==> config.mk <==
export PLATFORM = sky130hd
export DESIGN_NAME = tnn_run_ctrl
export DESIGN_NICKNAME = d
export VERILOG_FILES = /design/src/rtl/tnn_run_ctrl.sv
export SDC_FILE = /design/constraint.sdc
export NUM_CORES = 1
export LEC_CHECK = 0
export BUFFER_PORTS_ARGS = -buffer_cell sky130_fd_sc_hd__buf_4
export CORE_AREA = 5 5 403 405
export CTS_BUF_LIST = sky130_fd_sc_hd__clkbuf_4
export CTS_CLUSTER_DIAMETER = 80
export DETAILED_ROUTE_END_ITERATION = 10
export DIE_AREA = 0 0 408 410
export HOLD_SLACK_MARGIN = 0.06
export PLACE_DENSITY = 0.3
export SYNTH_ARGS = -nofsm -noshare
export SYNTH_HDL_FRONTEND = slang
export SYNTH_SLANG_ARGS = --single-unit
export TNS_END_PERCENT = 10
==> constraint.sdc <==
create_clock -name clk -period 2.2 [get_ports clk]
set_clock_uncertainty 0.05 [all_clocks]
set_input_delay 0.11 -clock clk [delete_from_list [all_inputs] [get_ports clk]]
set_output_delay 0.11 -clock clk [all_outputs]
set_load 0.05 [all_outputs]
==> src/rtl/tnn_run_ctrl.sv <==
`default_nettype none
// ============================================================================
// Module      : tnn_run_ctrl
// Description : Run sequencer for one sequential TNN classifier. It accepts a
//               feature vector on a valid/ready stream and latches it onto the
//               classifier data bus. It then holds the classifier in reset for
//               one cycle and releases it for the fixed evaluation window of
//               FEAT_CNT+HIDDEN_CNT cycles. At the end of the window it
//               captures the prediction and offers it on a valid/ready result
//               stream until the consumer takes it.
// Revision    : 1.0 - initial release
// ----------------------------------------------------------------------------
// Ports
//   clk            in   single clock, rising edge
//   rst            in   synchronous active-high reset
//   in_valid       in   feature vector offered
//   in_ready       out  vector accepted this cycle (IDLE only)
//   in_data        in   FEAT_BITS*FEAT_CNT feature vector
//   tnn_data       out  registered vector to classifier data
//   tnn_rst        out  registered drive to classifier rst
//   tnn_prediction in   classifier prediction
//   out_valid      out  result available (DONE)
//   out_ready      in   consumer takes result
//   out_class      out  captured class
//   busy           out  high in every state except IDLE
//   run_cnt        out  completed output handshakes, saturating
//                       (present only when TNN_RUN_CNT_EN is defined)
// Optional feature macro: TNN_RUN_CNT_EN
// ============================================================================
module tnn_run_ctrl #(
  parameter  int FEAT_CNT   = 128,
  parameter  int HIDDEN_CNT = 40,
  parameter  int FEAT_BITS  = 4,
  parameter  int CLASS_CNT  = 6,
  localparam int CLS_W      = $clog2(CLASS_CNT),
  localparam int DATA_W     = FEAT_BITS * FEAT_CNT
) (
  input  logic              clk,
  input  logic              rst,
  input  logic              in_valid,
  output logic              in_ready,
  input  logic [DATA_W-1:0] in_data,
  output logic [DATA_W-1:0] tnn_data,
  output logic              tnn_rst,
  input  logic [CLS_W-1:0]  tnn_prediction,
  output logic              out_valid,
  input  logic              out_ready,
  output logic [CLS_W-1:0]  out_class,
  output logic              busy
`ifdef TNN_RUN_CNT_EN
  ,
  output logic [15:0]       run_cnt
`endif
);

  localparam int RUN_CYC = FEAT_CNT + HIDDEN_CNT;
  localparam int CNT_W   = $clog2(RUN_CYC + 1);
  localparam logic [CNT_W-1:0] CNT_LOAD = CNT_W'(RUN_CYC - 1);

  typedef enum logic [1:0] {
    S_IDLE = 2'd0,
    S_LOAD = 2'd1,
    S_RUN  = 2'd2,
    S_DONE = 2'd3
  } state_t;

  state_t           state;
  state_t           state_nxt;
  logic [CNT_W-1:0] cnt;
  logic             accept;
  logic             run_last;

  // Next-state and decoded outputs. in_ready is masked by rst so no vector
  // can be taken while the controller is being reset.
  always_comb begin
    state_nxt = state;
    in_ready  = 1'b0;
    out_valid = 1'b0;
    busy      = 1'b1;
    accept    = 1'b0;
    run_last  = 1'b0;
    case (state)
      S_IDLE: begin
        in_ready = ~rst;
        busy     = 1'b0;
        accept   = in_valid & ~rst;
        if (accept) state_nxt = S_LOAD;
      end
      S_LOAD: begin
        state_nxt = S_RUN;
      end
      S_RUN: begin
        run_last = (cnt == '0);
        if (run_last) state_nxt = S_DONE;
      end
      S_DONE: begin
        out_valid = 1'b1;
        if (out_ready) state_nxt = S_IDLE;
      end
      default: begin
        state_nxt = S_IDLE;
      end
    endcase
  end

  // State register plus the registered datapath. tnn_rst is computed from the
  // next state so it is low exactly in the RUN cycles, without a decode glitch.
  always_ff @(posedge clk) begin
    if (rst) begin
      state     <= S_IDLE;
      tnn_rst   <= 1'b1;
      tnn_data  <= '0;
      out_class <= '0;
      cnt       <= '0;
    end else begin
      state   <= state_nxt;
      tnn_rst <= (state_nxt != S_RUN);
      if (accept) tnn_data <= in_data;
      if (state == S_LOAD) begin
        cnt <= CNT_LOAD;
      end else if ((state == S_RUN) && (cnt != '0)) begin
        cnt <= cnt - CNT_W'(1);
      end
      // Prediction is taken at the end of the last released cycle.
      if (run_last) out_class <= tnn_prediction;
    end
  end

`ifdef TNN_RUN_CNT_EN
  always_ff @(posedge clk) begin
    if (rst) begin
      run_cnt <= '0;
    end else if (out_valid && out_ready && (run_cnt != 16'hFFFF)) begin
      run_cnt <= run_cnt + 16'd1;
    end
  end
`endif

endmodule
`default_nettype wire

==> results of run 1 <==
==> kinds of logic after synthesis <==
group / synth area share, %
AO/OA/AOI/OAI: 15.0
adder cells (fa/ha/maj): 0.0687
buffers and inverters: 4.41
flip-flops: 57.9
multiplexers: 0.0550
AND/OR/NAND/NOR: 22.6
==> metrics by stage <==
stage | std cells | hold slack (ns) | instance area (um2) | utilization [%]
after floorplan | 2308 | 0.154 | 18200 | -
after detailed placement | 5308 | 0.260 | 28600 | 18.1
after global placement | 5308 | 0.255 | 28600 | 18.1
==> synth_stat cells (2+ instances only) <==
cell      instances
nand2b_1          4
buf_1            11
or3_1             5
nand3b_1          2
nand4_1           3
nand2_1        1026
nor2b_1           3
o41ai_1           2
clkbuf_1        107
o21ai_1         296
buf_2            42
dfxtp_1         526
o21ai_0         219
or4_1             2
buf_4            16
or4b_2            2
nor4_1            3
nor2_1            2
a211oi_1          4
inv_1             5
nand3_1           3
a31oi_1           2
o31ai_1           3
nor3_1            2
a21oi_1           4
==> summary.md, run 1 <==
| Metric | Value |
|---|---|
| Status | `aborted with a tool error` |
| Failing step | `clock tree synthesis` |
| Error msg | `[ERROR RSZ-0060] Max buffer count reached.` |
| Share of the synthesized area in the top cell type | `57.9%` |
| PortBufs | `1037` |
| Post-synth EDFFs | `0` |
| H-tree levels | `4` |
| Setup repair bufs after CTS | `4` |
| Synth Instances | `2308` |
| Die Width | `between 400 and 500 um` |
| Yosys reg bits | `526` |
| Clock root cell | `clkbuf_4` |
| Pre-CTS setup slack | `0.188 ns` |
| Chip height | `410 um` |
| CTS buffer count | `171` |
| Routability Congestion | `0.776` |
| Dpl hpwl | `around 90000 um` |
| Sequential element share of the synthesized area | `57.9%` |
| Synthesized area per cell | `approximately 8 um2` |
| Syn nets | `2828` |
| Most area-hungry cell type in the Yosys netlist | `dfxtp_1` |
| Rows | `approximately 150` |
| I/O pin count | `roughly 1.0k` |
| Synth unique cells | `39` |
| Top_reg_cell synth | `dfxtp_1` |
| Synthesized area | `0.0182 mm2` |
| Clk sinks | `526` |
| Post-CTS sizing | `just over 80` |
| Synth top area cells | `dfxtp_1 (58%), nand2_1 (21%), o21ai_1 (8.1%), o21ai_0 (6.0%), clkbuf_1 (2.2%)` |
| Syn. warnings | `0` |
| Clk buf depth | `3` |
| Starting Density | `11.5%` |
| Asr flop ratio synth | `0%` |
| Hold-fix buffers, CTS | `1117` |
==> run 2, diff against run 1 <==
--- a/config.mk
+++ b/config.mk
@@ -7,12 +7,9 @@
 export LEC_CHECK = 0
 export BUFFER_PORTS_ARGS = -buffer_cell sky130_fd_sc_hd__buf_4
 export CORE_AREA = 5 5 403 405
-export CTS_BUF_LIST = sky130_fd_sc_hd__clkbuf_4
-export CTS_CLUSTER_DIAMETER = 80
 export DETAILED_ROUTE_END_ITERATION = 10
 export DIE_AREA = 0 0 408 410
-export HOLD_SLACK_MARGIN = 0.06
-export PLACE_DENSITY = 0.3
+export PLACE_DENSITY_LB_ADDON = 0.15
 export SYNTH_ARGS = -nofsm -noshare
 export SYNTH_HDL_FRONTEND = slang
 export SYNTH_SLANG_ARGS = --single-unit
==> run 2 against run 1 <==
  * The run now ends clean
  * Synthesized cell count did not move
  * Synthesized area did not move
==> summary.md, run 2 <==
| Metric | Value |
|---|---|
| Layout cell share with drive strength beyond 1 | `between 30% and 40%` |
| Most flop-heavy register | `tnn_data` |
| Worst reg-to-reg setup slack | `0.19 ns` |
| RSZ-0062 raised after global routing | `no` |
| PortBufs | `1037` |
| Chip height | `410 um` |
| Min-Delay Path Class | `primary input to flip-flop` |
| Largest family of logic cells by synthesized area | `simple AND/OR/NAND/NOR gates` |
| Clk sinks | `526` |
| Placed Area | `0.0286 mm2` |
| Yosys reg bits | `526` |
| Routability Congestion | `between 0.7 and 0.8` |
| Clock latency on the worst-skew pair | `between 0.6 and 0.7 ns` |
| Synth Area in Compound Gates | `15.0%` |
| Most common cell after layout, fill and taps aside | `buf_4` |
| Setup crit start kind | `flip-flop` |
| Post-Synth XOR/XNOR Area | `0%` |
| Setup CP Type | `flip-flop to flip-flop` |
| Final hold vios | `0` |
| WP buf/inv | `1` |
| Most frequent cell after synthesis | `nand2_1` |
| FF+latch area | `0.0105 mm2` |
| Worst-path clk slew | `~0.060 ns` |
| Synth unique cells | `39` |
| Most area-hungry cell type in the Yosys netlist | `dfxtp_1` |
| All-layer global routing usage | `12.0%` |
| Drt pass-1 iters | `4` |
| Dpl hpwl | `82300 um` |
| Final nets | `between 4k and 5k` |
| Vias | `20.7k` |
| Final wirelength | `105000 um` |
| Critical path data arrival time | `2.54 ns` |
| Antenna Nets Post-Route | `0` |
| CTS buffer count | `74` |
| Syn nets | `2828` |
| Area used by multi-input combinational logic | `approximately 0.0069 mm2` |
| Highest clock rate | `497 MHz` |
| Core Util, Final | `23.0%` |
| Synth Instances | `2308` |
| Crit path capture | `state[0]$_SDFF_PP0_` |
| Total gr overflow | `0` |
| Die Width | `408 um` |
| Cell family with most CP delay | `simple AND/OR/NAND/NOR gates` |
| Avg WL per Cell | `roughly 18 um` |
| CP startpoint | `cnt[0]$_SDFFE_PP0P_` |
| RR Startpoint | `cnt[0]$_SDFFE_PP0P_` |
| Pre-CTS setup slack | `~0.19 ns` |
| Max_cap viols | `0` |
| Final Cell Area | `approximately 0.036 mm2` |
| Asr flop ratio synth | `0%` |
| R2r endpoint | `state[0]$_SDFF_PP0_` |
| DR iter-0 viols | `between 900 and 1k` |
| Synthesized area | `0.0182 mm2` |
| Final Max Slew Viols | `0` |
| Mux share of post-synthesis cell area | `less than 1%` |
| Share of the synthesized area in the top cell type | `~58%` |
| Final period utilization | `91.5%` |
| Most frequent cells in the layout | `buf_4 (1078), nand2_1 (1026), dfxtp_1 (526)` |
| Pwr Total | `31.8 mW` |
| Clk buf depth | `3` |
| Post-synth EDFFs | `0` |
| Die area | `0.167 mm2` |
| Setup repair bufs after CTS | `0` |
| # fillers | `17.6k` |
| Worst r2r path cells | `5` |
| LEAKAGE | `15.4 nW` |
| Slew margin rel. | `between 50% and 60%` |
| Worst Path Required | `2.73 ns` |
| Post-route worst setup slack | `0.188 ns` |
| I/O pin count | `roughly 1.0k` |
| Slowest stage delay, CP | `0.74 ns` |
| Levels on crit path | `5` |
| Peak VDD IR | `0.456 mV` |
| Layout area overhead | `99.8%` |
| First-pass GRT wire length | `151000 um` |
| Starting Density | `11.5%` |
| Post-route setup TNS | `0 ns` |
| Sequential element share of the synthesized area | `just under 60%` |
| Status | `finished, final reports clean` |
| Number of global-route vias before repair | `21.5k` |
| Synth Area in Adders | `less than 1%` |
| DRC Markers | `0` |
| Pwr Density | `about 880 mW/mm2` |
| CP Cell Sequence | `inv_1 > ha_1 > or4b_2 > nor3_1 > o31a_1` |
| Placeable Area | `0.158 mm2` |
| Syn. warnings | `0` |
| Max reg flops | `512` |
| Final setup viols | `0` |
| Synthesized area per cell | `7.89 um2` |
| Top_reg_cell synth | `dfxtp_1` |
| Clock root cell | `clkbuf_16` |
| Crit. End Element | `flip-flop` |
| Crit path max fanout | `7` |
| Crit-path slowest cell | `or4b_2` |
| CTS tree | `yes` |
| Worst slew pin tran | `0.604 ns` |
| Biggest registers after layout | `tnn_data: 512 flops, cnt: 8 flops, out_class: 3 flops` |
| H-tree levels | `3` |
| Most instantiated cells after synthesis | `nand2_1 (1026), dfxtp_1 (526), o21ai_1 (296)` |
| Rows | `146` |
| Via density | `approximately 3.5` |
| Fin crit period | `2.01 ns` |
| Largest net degree at the start of global routing | `86` |
| Synth Area in Simple Gates | `22.6%` |
| Synth top area cells | `dfxtp_1 (58%), nand2_1 (21%), o21ai_1 (8.1%), o21ai_0 (6.0%), clkbuf_1 (2.2%)` |
| Initial antenna violation count | `30` |
-- run 2: cell counts after synthesis --
No cell type changed its count.
-- run 2: final cells by class --
cell class | instances | area share, %
inverters | 5 | 0.0723
flip-flops and latches | 526 | 29.0
repair buffers | 1621 | 37.9
clock inverters | 18 | 0.661
multi-input cells | 1600 | 18.9
well taps | 2072 | 7.13
diodes | 27 | 0.186
clock buffers | 114 | 6.22
-- run 2: timing repair --
| action | CTS | global route |
|---|---|---|
| endpoints found under the setup margin | 1 | 1 |
| resized for setup | 2 | 1 |
| hold buffers | 518 | 0 |
| hold endpoints to repair | 524 | 0 |
-- run 2: where the power goes --
| part | switching [mW] | internal, mW |
|---|---|---|
| Combinational | 5.55 | 2.98 |
| Clock | 4.90 | 7.36 |
| Sequential | 0.560 | 10.5 |
| Total | 11.0 | 20.8 |
-- run 2: per-layer routing --
layer,vias to the layer above,global-route usage (%),wire length (um)
met3,123,4.05,7220
met1,9399,13.8,43100
met5,-,0,42
met4,6,2.89,2200
li1,10500,-,-
met2,661,21.3,52300
-- run 2: through the flow --
step | hold slack (ns) | std cells
detailed placement | 0.259 | 5306
finish | 0.145 | 5983
floorplan | 0.154 | 2308
global placement | 0.252 | 5306
CTS | 0.0400 | 5956
global route | 0.0823 | 5975
-- run 2: logic make-up after synthesis --
family,after synthesis
flip-flops,526
AO/OA/AOI/OAI,535
buffers and inverters,182
AND/OR/NAND/NOR,1063
adder cells (fa/ha/maj),1
multiplexers,1
-- run 2: worst reg2reg max path, stage by stage (launching register included) --
cell and delay (ns):
dfxtp_1 0.34, inv_1 0.09, ha_1 0.26, or4b_2 0.74, nor3_1 0.31, o31a_1 0.17
-- run 2: worst min path at each step --
stage | startpoint | depth (start not counted) | to | slack [ns]
floorplan | rst | 1 | tnn_rst$_SDFF_PP1_ | 0.15
global placement | in_data[26] | 3 | tnn_data[26]$_SDFFE_PP0P_ | 0.25
detailed placement | in_data[467] | 3 | tnn_data[467]$_SDFFE_PP0P_ | 0.26
CTS | in_data[320] | 4 | tnn_data[320]$_SDFFE_PP0P_ | 0.04
global route | in_data[267] | 4 | tnn_data[267]$_SDFFE_PP0P_ | 0.08
finish | in_data[12] | 4 | tnn_data[12]$_SDFFE_PP0P_ | 0.14
No activity file was read; power rests on OpenSTA's default activity.
==> run 3, diff against run 2 <==
==> constraint.sdc (replaced) <==
create_clock -name clk -period 2.1 [get_ports clk]
set_clock_uncertainty 0.05 [all_clocks]
set_input_delay 0.105 -clock clk [delete_from_list [all_inputs] [get_ports clk]]
set_output_delay 0.105 -clock clk [all_outputs]
set_load 0.05 [all_outputs]
==> run 3 against run 2 <==
  * Wire length rose by 0.50%
  * Combinational power is 5.3% higher
  * Largest cell class unchanged
  * Sequential power grew 5%
  * Sequential share of layout area decreased by 0.060 points
  * Critical path depth rose by 1
  * First-iteration DRC count shrank 17%
  * Largest power group unchanged
  * Critical path type is now flip-flop to output port
  * Clock power up 4%
  * Clock-buffer cell count is 6 lower
  * Core utilization increased by 0.051 points
  * Register-to-register slack better by 0.04 ns
  * Via count increased by 0.45%
  * Critical endpoint is now in_ready
==> summary.md, run 3 (synthesized netlist as in run 2, its figures left out) <==
| Metric | Value |
|---|---|
| Slew margin rel. | `between 60% and 70%` |
| Cell family with most CP delay | `buffers and inverters` |
| Fin crit period | `1.94 ns` |
| H-tree levels | `3` |
| Avg WL per Cell | `between 15 and 20 um` |
| Die Width | `408 um` |
| Pwr Total | `around 33 mW` |
| Layout cell share with drive strength beyond 1 | `a little under a third` |
| Number of global-route vias before repair | `around 22k` |
| DRC Markers | `0` |
| WP buf/inv | `4` |
| First-pass GRT wire length | `~150000 um` |
| Setup crit start kind | `flip-flop` |
| Die area | `~0.17 mm2` |
| Worst Path Required | `1.95 ns` |
| Drt pass-1 iters | `4` |
| CP Cell Sequence | `buf_4 > buf_4 > nor2_2 > inv_1 > nor2_1 > buf_6` |
| All-layer global routing usage | `12.0%` |
| Pwr Density | `914 mW/mm2` |
| R2r endpoint | `cnt[5]$_SDFFE_PP0P_` |
| Via density | `3.48` |
| Final period utilization | `92.3%` |
| Critical path data arrival time | `roughly 1.8 ns` |
| Status | `finished, final reports clean` |
| Max reg flops | `512` |
| Routability Congestion | `0.771` |
| Most flop-heavy register | `tnn_data` |
| Initial antenna violation count | `29` |
| Clock latency on the worst-skew pair | `0.63 ns` |
| Area used by multi-input combinational logic | `between 0.006 and 0.007 mm2` |
| Crit path capture | `in_ready` |
| I/O pin count | `1038` |
| Max_cap viols | `0` |
| Rows | `146` |
| Slowest stage delay, CP | `0.33 ns` |
| Final Max Slew Viols | `0` |
| DR iter-0 viols | `754` |
| RSZ-0062 raised after global routing | `no` |
| Worst r2r path cells | `6` |
| Layout area overhead | `100%` |
| Highest clock rate | `between 500 and 600 MHz` |
| Clk buf depth | `3` |
| Placed Area | `0.0287 mm2` |
| Final wirelength | `between 100000 and 150000 um` |
| Peak VDD IR | `approximately 0.50 mV` |
| Most common cell after layout, fill and taps aside | `buf_4` |
| Dpl hpwl | `82700 um` |
| Setup CP Type | `flip-flop to output port` |
| Worst slew pin tran | `0.541 ns` |
| FF+latch area | `0.0105 mm2` |
| Crit path max fanout | `10` |
| Chip height | `410 um` |
| PortBufs | `1037` |
| Worst-path clk slew | `0.06 ns` |
| Final Cell Area | `0.0364 mm2` |
| Vias | `20.8k` |
| Post-route setup TNS | `0 ns` |
| Most frequent cells in the layout | `buf_4 (1093), nand2_1 (1026), dfxtp_1 (525)` |
| Placeable Area | `0.158 mm2` |
| Total gr overflow | `0` |
| Starting Density | `11.5%` |
| LEAKAGE | `15.5 nW` |
| CP startpoint | `state[0]$_SDFF_PP0_` |
| Clk sinks | `526` |
| Crit. End Element | `output port` |
| Final hold vios | `0` |
| RR Startpoint | `cnt[0]$_SDFFE_PP0P_` |
| CTS buffer count | `between 70 and 80` |
| Largest net degree at the start of global routing | `66` |
| Most used cell along the critical path | `buf_4` |
| Crit-path slowest cell | `dfxtp_1` |
| # fillers | `~18k` |
| Final nets | `4362` |
| Worst reg-to-reg setup slack | `0.23 ns` |
| Final setup viols | `0` |
| Clock root cell | `clkbuf_16` |
| CTS tree | `yes` |
| Min-Delay Path Class | `primary input to flip-flop` |
| Biggest registers after layout | `tnn_data: 512 flops, cnt: 8 flops, out_class: 3 flops` |
| Levels on crit path | `6` |
| Antenna Nets Post-Route | `0` |
## run 3: cell types whose count changed in the layout (fill, tap and decap cells not counted), moves of 2 or more
cell	change
buf_4	+15
diode_2	-4
bufinv_16	+2
clkbuf_1	-2
clkbuf_16	-2
clkbuf_8	-2
clkinvlp_4	-2
inv_6	-2
## run 3: worst min-delay path by stage
stage                       startpoint                    endpoint  slack, ns  cells after the start
after CTS                 in_data[348]  tnn_data[348]$_SDFFE_PP0P_       0.05                      4
after global routing      in_data[280]  tnn_data[280]$_SDFFE_PP0P_       0.08                      4
after global placement    in_data[467]  tnn_data[467]$_SDFFE_PP0P_       0.25                      3
after floorplan                    rst          tnn_rst$_SDFF_PP1_       0.15                      1
after detailed placement  in_data[494]  tnn_data[494]$_SDFFE_PP0P_       0.25                      3
final                     in_data[348]  tnn_data[348]$_SDFFE_PP0P_       0.13                      4
## run 3: area by class of cell
| type | count | share of cell area [%] |
|---|---|---|
| antenna | 23 | 0.158 |
| clock buffer | 108 | 5.98 |
| clock inverter | 17 | 0.807 |
| inverter | 5 | 0.0721 |
| multi-input combinational | 1600 | 18.9 |
| sequential | 526 | 28.9 |
| tap | 2072 | 7.11 |
| timing repair buffer | 1637 | 38.1 |
## run 3: tightest hold or removal path: stages
cell,delay (ns)
dlygate4sd3_1,0.52
buf_4,0.09
nand2_1,0.03
o21ai_1,0.05
## run 3: what timing repair did
action | CTS | global route
hold endpoints to repair | 524 | 0
setup buffers | 0 | 0
resized for setup | 0 | 4
hold buffers | 519 | 0
endpoints found under the setup margin | 0 | 3
## run 3: layer usage
layer	GRT usage (%)	part of all wire [%]	vias to the layer above
li1	-	-	10600
met1	13.8	40	9489
met2	21.6	50	665
met3	3.96	7.1	118
met4	2.96	2.2	4
met5	0	0.027	-
## run 3: power by group
part / switching (mW) / internal, mW
registers: 0.585 / 11.0
logic: 5.83 / 3.16
clock network: 5.08 / 7.69
total: 11.5 / 21.8
## run 3: stage by stage
| stage | hold slack (ns) | std cells | util, % | worst slack [ns] |
|---|---|---|---|---|
| floorplan | 0.149 | 2308 | - | 0.242 |
| global placement | 0.248 | 5321 | 18.2 | 0.0972 |
| detailed placement | 0.255 | 5321 | 18.2 | 0.0889 |
| CTS | 0.0483 | 5965 | 23.0 | 0.0248 |
| global route | 0.0767 | 5979 | 23.1 | 0.0153 |
| finish | 0.133 | 5988 | 23.1 | 0.161 |
==> run 4, diff against run 3 <==
--- a/config.mk
+++ b/config.mk
@@ -5,10 +5,10 @@
 export SDC_FILE = /design/constraint.sdc
 export NUM_CORES = 1
 export LEC_CHECK = 0
-export BUFFER_PORTS_ARGS = -buffer_cell sky130_fd_sc_hd__buf_4
-export CORE_AREA = 5 5 403 405
+export CORE_AREA = 5 5 397 399
 export DETAILED_ROUTE_END_ITERATION = 10
-export DIE_AREA = 0 0 408 410
+export DIE_AREA = 0 0 402 404
+export DONT_BUFFER_PORTS = 1
 export PLACE_DENSITY_LB_ADDON = 0.15
 export SYNTH_ARGS = -nofsm -noshare
 export SYNTH_HDL_FRONTEND = slang
==> run 4 against run 3 <==
  * First-iteration DRC count rose by 3.4%
  * Wire length shrank 4.0%
  * Total power fell by 4.9%
  * Sequential share of layout area up 3.7 points
  * Core utilization shrank 2.0 points
  * Flip-flop and latch count unchanged
  * Non-clock buffer count shrank 635
  * Critical path depth unchanged
  * Via count shrank 10%
  * Register-to-register slack got worse by 0.15 ns
  * Cell count down 11%
  * Critical path type is now flip-flop to flip-flop
  * Largest cell class is now sequential cells
==> summary.md, run 4 (synthesized netlist as in run 2, its figures left out) <==
| Metric | Value |
|---|---|
| Status | `finished, final reports clean` |
| CTS tree | `yes` |
| Max reg flops | `512` |
| Crit-path slowest cell | `dlygate4sd3_1` |
| Final wirelength | `101000 um` |
| DRC Markers | `0` |
| First-pass GRT wire length | `142000 um` |
| Clk pwr share | `39.2%` |
| RSZ-0062 raised after global routing | `yes` |
| Power share of the combinational group | `~16%` |
| All-layer global routing usage | `around an eighth` |
| Worst slew pin tran | `about 0.73 ns` |
| Die area | `between 0.15 and 0.2 mm2` |
| Final setup viols | `0` |
| Dpl hpwl | `78000 um` |
| Via density | `3.51` |
| Placeable Area | `0.154 mm2` |
| Fin crit period | `2.02 ns` |
| Setup repair bufs after CTS | `0` |
| Initial antenna violation count | `40` |
| Final hold vios | `0` |
| Routability Congestion | `0.772` |
| Clk buf depth | `3` |
| Pint | `20.4 mW` |
| Slowest stage delay, CP | `0.56 ns` |
| Die Width | `402 um` |
| Most frequent cells in the layout | `nand2_1 (1025), dlygate4sd3_1 (776), dfxtp_1 (525)` |
| Avg WL per Cell | `19.0 um` |
| Clock root cell | `clkbuf_16` |
| Number of global-route vias before repair | `approximately 19k` |
| I/O pin count | `approximately 1.0k` |
| Final nets | `3728` |
| Pwr Density | `982 mW/mm2` |
| Pre-CTS setup slack | `approximately 0.2 ns` |
| Total gr overflow | `0` |
| PortBufs | `0` |
| Largest net degree at the start of global routing | `113` |
| Clk sinks | `526` |
| Net Sw Frac | `between 30% and 40%` |
| Final Max Slew Viols | `0` |
| Vias | `18.7k` |
| Highest clock rate | `494 MHz` |
| Post-route worst setup slack | `0.0764 ns` |
| Rows | `144` |
| Critical path data arrival time | `2.54 ns` |
| CP Cell Sequence | `nor4b_4 > buf_12 > buf_16 > nand2_1 > dlygate4sd3_1 > o21ai_1` |
| DR iter-0 viols | `780` |
| Crit path max fanout | `40` |
| Final period utilization | `96.4%` |
| Setup CP Type | `flip-flop to flip-flop` |
| Setup crit start kind | `flip-flop` |
| Most common cell after layout, fill and taps aside | `nand2_1` |
| CTS buffer count | `73` |
| Max_cap viols | `0` |
| Clock latency on the worst-skew pair | `approximately 0.65 ns` |
| Biggest registers after layout | `tnn_data: 512 flops, cnt: 8 flops, out_class: 3 flops` |
| Net Sw Power | `11.2 mW` |
| LEAKAGE | `12.0 nW` |
| Starting Density | `11.9%` |
| Drt pass-1 iters | `4` |
| Crit. End Element | `flip-flop` |
| Peak VDD IR | `between 0.5 and 0.6 mV` |
| Min-Delay Path Class | `primary input to flip-flop` |
| Slew margin rel. | `51.4%` |
| Sequential share of power | `between 40% and 50%` |
| Layout cell share with drive strength beyond 1 | `10.5%` |
| Worst Path Required | `2.62 ns` |
| Antenna Nets Post-Route | `0` |
| Chip height | `404 um` |
| Worst-path clk slew | `0.06 ns` |
| Layout area overhead | `77.3%` |
| Most flop-heavy register | `tnn_data` |
| # fillers | `17.0k` |
| Pwr Total | `about 32 mW` |
| H-tree levels | `3` |
==> run 4: changes by cell type in the layout (fill, tap and decap cells not counted), moves of 2 or more <==
cell	previous run	this run
buf_4	1093	194
clkbuf_8	22	7
diode_2	23	26
clkinv_2	7	9
buf_6	1	3
clkinvlp_4	0	3
dlygate4sd3_1	519	776
buf_12	24	27
clkbuf_1	13	22
clkinv_4	0	2
inv_6	0	2
==> run 4: final cells by class <==
class	instances	area (um2)	area share (%)
diodes	26	65.1	0.202
clock buffers	102	2010	6.22
clock inverters	26	365	1.13
inverters	5	26.3	0.0814
multi-input cells	1600	6870	21.3
flip-flops and latches	526	10500	32.6
well taps	2044	2560	7.93
repair buffers	1002	9840	30.5
==> run 4: worst max-delay path, delay by kind of cell, from the launching register on <==
family | cells | cell delay, ns
buffers and inverters | 3 | 0.98
AND/OR/NAND/NOR | 2 | 0.44
flip-flops | 1 | 0.33
AO/OA/AOI/OAI | 1 | 0.07
==> run 4: power groups by stage <==
stage                     combinational, mW  sequential [mW]  clock, mW
after CTS                              5.33             14.1       13.1
after floorplan                        1.51             15.0          0
after global placement                 4.04             14.3          0
final                                  5.18             14.1       12.4
after global routing                   5.66             14.2       13.4
after detailed placement               4.05             14.3          0
==> run 4: worst paths after layout <==
check	startpoint	to	slack (ns)	cells past startpoint
setup / recovery	state[0]$_SDFF_PP0_	tnn_data[344]$_SDFFE_PP0P_	0.08	6
hold / removal	in_data[337]	tnn_data[337]$_SDFFE_PP0P_	0.08	3
setup reg to reg	state[0]$_SDFF_PP0_	tnn_data[344]$_SDFFE_PP0P_	0.08	6
hold reg to reg	tnn_data[380]$_SDFFE_PP0P_	tnn_data[380]$_SDFFE_PP0P_	0.40	2
==> run 4: through the flow <==
stage          instance area (um2)  util [%]  setup TNS (ns)  instances  hold slack (ns)
2_1_floorplan                18200         -               0       2308            0.149
3_3_place_gp                 22000      14.3               0       4400            0.135
3_5_place_dp                 22000      14.3               0       4400            0.136
4_1_cts                      32200      21.0               0       5305        0.0000342
5_1_grt                      32200      21.0         -0.0498       5324           0.0195
6_report                     32300      21.0               0       5331           0.0796
==> run 4: layer usage <==
metal	up-vias	global-route usage, %	routed length, um
met5	-	0	131
met4	20	3.35	2150
met2	647	21.1	51100
met1	8620	13.2	39300
met3	125	4.26	8420
li1	9309	-	-
==> run 4: timing repair <==
item / CTS / global route
hold buffers: 777 / 0
endpoints found under the setup margin: 1 / 27
resized for setup: 2 / 7
endpoints found under the hold margin: 526 / 0
